**src/rtl/alu_sequencer.sv**
```systemverilog
// ALU command sequencer: register-file read, ALU execute, write-back.
// Holds the processor status flags {C,F,L,N,Z} between commands.
module alu_sequencer #(
    parameter logic [7:0] NOP_OP = 8'h00
) (
    input  logic        clk,
    input  logic        reset,
    input  logic        cmd_valid,
    output logic        cmd_ready,
    input  logic [7:0]  cmd_op,
    input  logic [3:0]  cmd_rd,
    input  logic [3:0]  cmd_rs,
    input  logic [15:0] cmd_imm,
    input  logic        cmd_use_imm,
    input  logic        cmd_wb,
    input  logic        abort,
    output logic [3:0]  rf_raddr_a,
    output logic [3:0]  rf_raddr_b,
    input  logic [15:0] rf_rdata_a,
    input  logic [15:0] rf_rdata_b,
    output logic        rf_we,
    output logic [3:0]  rf_waddr,
    output logic [15:0] rf_wdata,
    output logic [15:0] alu_a,
    output logic [15:0] alu_b,
    output logic [7:0]  alu_op,
    output logic        alu_cin,
    input  logic [15:0] alu_c,
    input  logic        alu_carry,
    input  logic        alu_flag,
    input  logic        alu_low,
    input  logic        alu_neg,
    input  logic        alu_zero,
    input  logic        psr_we,
    input  logic [4:0]  psr_wdata,
    output logic [4:0]  psr,
    output logic        busy,
    output logic        done
);

    typedef enum logic [1:0] {
        IDLE,
        READ,
        EXEC,
        WB
    } state_t;

    state_t state;
    state_t state_nxt;

    logic        accept;
    logic [7:0]  op_q;
    logic [3:0]  rd_q;
    logic [3:0]  rs_q;
    logic [15:0] imm_q;
    logic        use_imm_q;
    logic        wb_q;
    logic [15:0] res_c;
    logic [4:0]  res_f;

    assign cmd_ready = (state == IDLE);
    assign busy      = (state != IDLE);
    assign done      = (state == WB);
    assign accept    = cmd_valid & cmd_ready;

    // Read addresses come straight from the latched fields, so they
    // keep the last command's indices until the next accept.
    assign rf_raddr_a = rd_q;
    assign rf_raddr_b = rs_q;

    always_ff @(posedge clk or posedge reset) begin
        if (reset) begin
            state <= IDLE;
        end else begin
            state <= state_nxt;
        end
    end

    always_comb begin
        state_nxt = state;
        case (state)
            IDLE: if (accept) state_nxt = READ;
            READ: state_nxt = abort ? IDLE : EXEC;
            EXEC: state_nxt = abort ? IDLE : WB;
            WB:   state_nxt = IDLE;
        endcase
    end

    always_comb begin
        alu_a    = '0;
        alu_b    = '0;
        alu_op   = NOP_OP;
        alu_cin  = 1'b0;
        rf_we    = 1'b0;
        rf_waddr = '0;
        rf_wdata = '0;
        if (state == EXEC) begin
            alu_a   = rf_rdata_a;
            alu_b   = use_imm_q ? imm_q : rf_rdata_b;
            alu_op  = op_q;
            alu_cin = psr[4];
        end
        if (state == WB) begin
            rf_we    = wb_q;
            rf_waddr = rd_q;
            rf_wdata = res_c;
        end
    end

    always_ff @(posedge clk or posedge reset) begin
        if (reset) begin
            op_q      <= '0;
            rd_q      <= '0;
            rs_q      <= '0;
            imm_q     <= '0;
            use_imm_q <= 1'b0;
            wb_q      <= 1'b0;
        end else if (accept) begin
            op_q      <= cmd_op;
            rd_q      <= cmd_rd;
            rs_q      <= cmd_rs;
            imm_q     <= cmd_imm;
            use_imm_q <= cmd_use_imm;
            wb_q      <= cmd_wb;
        end
    end

    always_ff @(posedge clk or posedge reset) begin
        if (reset) begin
            res_c <= '0;
            res_f <= '0;
        end else if (state == EXEC && !abort) begin
            res_c <= alu_c;
            res_f <= {alu_carry, alu_flag, alu_low, alu_neg, alu_zero};
        end
    end

    // Software load only while idle; it lands before the accepted
    // command reaches EXEC, so that command sees the new carry.
    always_ff @(posedge clk or posedge reset) begin
        if (reset) begin
            psr <= '0;
        end else if (state == IDLE && psr_we) begin
            psr <= psr_wdata;
        end else if (state == WB && op_q != NOP_OP) begin
            psr <= res_f;
        end
    end

endmodule

```
**config.mk**
```make
export PLATFORM = sky130hd
export DESIGN_NAME = alu_sequencer
export DESIGN_NICKNAME = d
export VERILOG_FILES = /design/src/rtl/alu_sequencer.sv
export SDC_FILE = /design/constraint.sdc
export NUM_CORES = 1
export LEC_CHECK = 0
export ABC_AREA = 1
export CORE_UTILIZATION = 42
export CTS_CLUSTER_DIAMETER = 200
export DETAILED_ROUTE_END_ITERATION = 10
export GPL_TIMING_DRIVEN = 0
export MAX_ROUTING_LAYER = met4
export PLACE_DENSITY_LB_ADDON = 0.25
export SKIP_CTS_REPAIR_TIMING = 1
export SYNTH_ARGS = -nofsm -noshare
export SYNTH_HDL_FRONTEND = slang
export SYNTH_SLANG_ARGS = --single-unit
export TNS_END_PERCENT = 100
```
**constraint.sdc**
```tcl
create_clock -name clk -period 4.5 [get_ports clk]
set_clock_uncertainty 0.2 [all_clocks]
set_input_delay 0.675 -clock clk [delete_from_list [all_inputs] [get_ports clk]]
set_output_delay 0.675 -clock clk [all_outputs]
set_load 0.02 [all_outputs]
```
==> out/qor.yml <==
status: "finished clean"
final-hold-violation-count: 0
post-dp-hpwl_mm: 6.77
r2r_cells: 6
cp_cell_sequence: "clkbuf_1, clkinv_1, clkbuf_1, nand2_1, a21oi_1, clkdlybuf4s50_1"
grt_usage_pct: 22.4
maxCapViolCount: 0
antenna_found_initial: 0
row_count: 31
synth_seq_cells: 62
synth_cells: 369
ir_drop_mv: 0.240
worstReg2RegEnd: "psr[3]"
fmax_ghz: 0.308
coreArea_um2: 7250
grt_pass1_wl_mm: 12.9
setup_violations: 0
power_mw: 2.59
drive_gt1_share_pct: 11.1
grt_max_degree: 36
place_ws_ps: 1600
dr.pass1.iters: 6
cts_tree: "done"
gr-total-overflow: 0
min_period_over_period_pct: 72.2
fin_crit_ps: 3250
fp.dieArea_um2: 7830
slew_headroom_pct: 51.9
cts_buffers: 9
crit_top_cell: "clkbuf_1"
ios: 175
p_leak_nw: 2.43
synthToLayoutAreaGrowth_pct: 67.5
viasPerCell: 4.56
tightest_slew_ps: 714
wire_per_inst_um: 13.0
powerDensity_nw_per_um2: 492
clock_sinks: 62
synth.cell_area_um2: 3140
holdPathEnd: "res_f[0]"
htreeDepth: 3
hold_depth: 2
root_buffer: "clkbuf_8"
required_ps: 3620
clk-insertion-delay-late_ps: 320
slowest_delay_ps: 630
synth_warnings: 0
worstHoldStart: "res_f[0]"
synth_nets: 466
ys_seq_area_share_pct: 49.4
die_h_um: 88.5
nets: 652
rsz0062_at_grt: "false"
r2r-start: "op_q[1]"
slew_viol_final: 0
place_area_um2: 5030
avgSynthCellArea_um2: 8.51
fin_area_um2: 5260
end_kind: "primary output"
worst_slack_ps: 1250
grt_pass1_vias: 2781
critPathKind: "reg2out"
start_util_pct: 43.3
cts_buffer_depth: 2
clkTransAtPathRegs_ps: 70
routed_wl_mm: 8.57
arrival_ps: 2370
final.setup.tns_ps: 0
slowest_stage: "clkdlybuf4s50_1"
drtAntennaViolNets: 0
place_congestion: 0.738
critPathMaxFanout: 10
drc: 0
synth.distinct_cells: 20
hp-class: "reg2reg"
cp_top_family: "buffers and inverters"
vias: 3006
drtIter0Drc: 109
startpoint_type: "register"
reg2reg_slack_ps: 2620
antennaDiodeCount: 0
crit_buf_inv: 4
die_x_um: 88.5
port_buffers: 174
==> final cells by class <==
type                       instances  area, µm²
inverter                          57        214
multi-input combinational        230       1260
clock inverter                     3       65.1
clock buffer                      13        169
timing repair buffer             175       1760
buffer                            20        118
tap                               99        124
sequential                        62       1550
fill                             555       1990
==> report_power, final <==
| part | switching (mW) | leakage [nW] | total [mW] | internal, mW |
|---|---|---|---|---|
| Combinational | 0.614 | 1.60 | 1.13 | 0.519 |
| Sequential | 0.108 | 0.710 | 0.901 | 0.793 |
| Clock | 0.199 | 0.120 | 0.556 | 0.357 |
==> metrics by stage <==
stage	instances	util, %	hold slack, ps
floorplan	369	-	255
global placement	642	69.0	269
detailed placement	643	69.3	268
CTS	659	72.5	285
global route	659	72.5	303
finish	659	72.5	281
==> worst max path at each step <==
| stage | from | to | cells past startpoint |
|---|---|---|---|
| floorplan | reset | imm_q[0] | 1 |
| global placement | reset | rf_raddr_a[1] | 2 |
| detailed placement | use_imm_q | alu_b[8] | 6 |
| CTS | use_imm_q | alu_b[8] | 6 |
| global route | use_imm_q | alu_b[8] | 6 |
| finish | use_imm_q | alu_b[8] | 6 |
==> cell families (layout without fill, tap and decap cells) <==
kind of cell	count (synthesis)	count (layout)	share of synthesized area, %
simple gates	158	158	22.3
buf+inv	77	268	10.6
flops	62	62	49.4
compound gates	52	52	10.6
mux	20	20	7.17
==> layout by cell type, fill, tap and decap left out, types with 3 or more instances in the layout <==
cell	count
o21ai_2	3
buf_6	5
nor2_2	4
a21oi_1	30
dfrtp_1	62
clkdlybuf4s50_1	174
inv_1	53
nand2_1	64
clkbuf_8	12
nor2_4	11
a21oi_2	16
nand3_1	10
nor2_1	67
clkbuf_1	12
inv_2	3
buf_2	4
mux2_1	20
==> routing by layer <==
layer,up-vias,GRT usage (%),routed length (µm)
met5,-,-,0
met4,0,5.43,67
met3,10,7.18,741
met2,118,38.7,4240
met1,1382,25.2,3520
li1,1496,-,-
==> flip-flops by register name (all words and copies together) (netlist names), 2 cells and up <==
| signal | count |
|---|---|
| state | 2 |
| psr | 5 |
| res_c | 16 |
| rf_raddr_a | 4 |
| res_f | 5 |
| rf_raddr_b | 4 |
| op_q | 8 |
| imm_q | 16 |
==> Yosys cell counts <==
master	instances	share of area (%)
nor2_1	67	8.0
buf_2	4	0.64
or2_1	1	0.20
buf_6	5	1.8
nor2_4	11	3.9
o21ai_2	3	0.84
nand2_1	64	7.6
a21oi_2	16	4.5
clkbuf_1	11	1.3
nor2_2	4	0.80
clkinv_1	1	0.12
nor3_1	1	0.16
o21ai_1	2	0.32
mux2_1	20	7.2
inv_2	2	0.24
dfrtp_1	62	49
nand3_1	10	1.6
o21ai_0	1	0.16
inv_1	54	6.5
a21oi_1	30	4.8
==> worst min-delay path, stage by stage (launching register included) <==
cell	delay (ps)
dfrtp_1	340
nand2_1	60
o21ai_2	50
(Power assumes the default switching activity.)
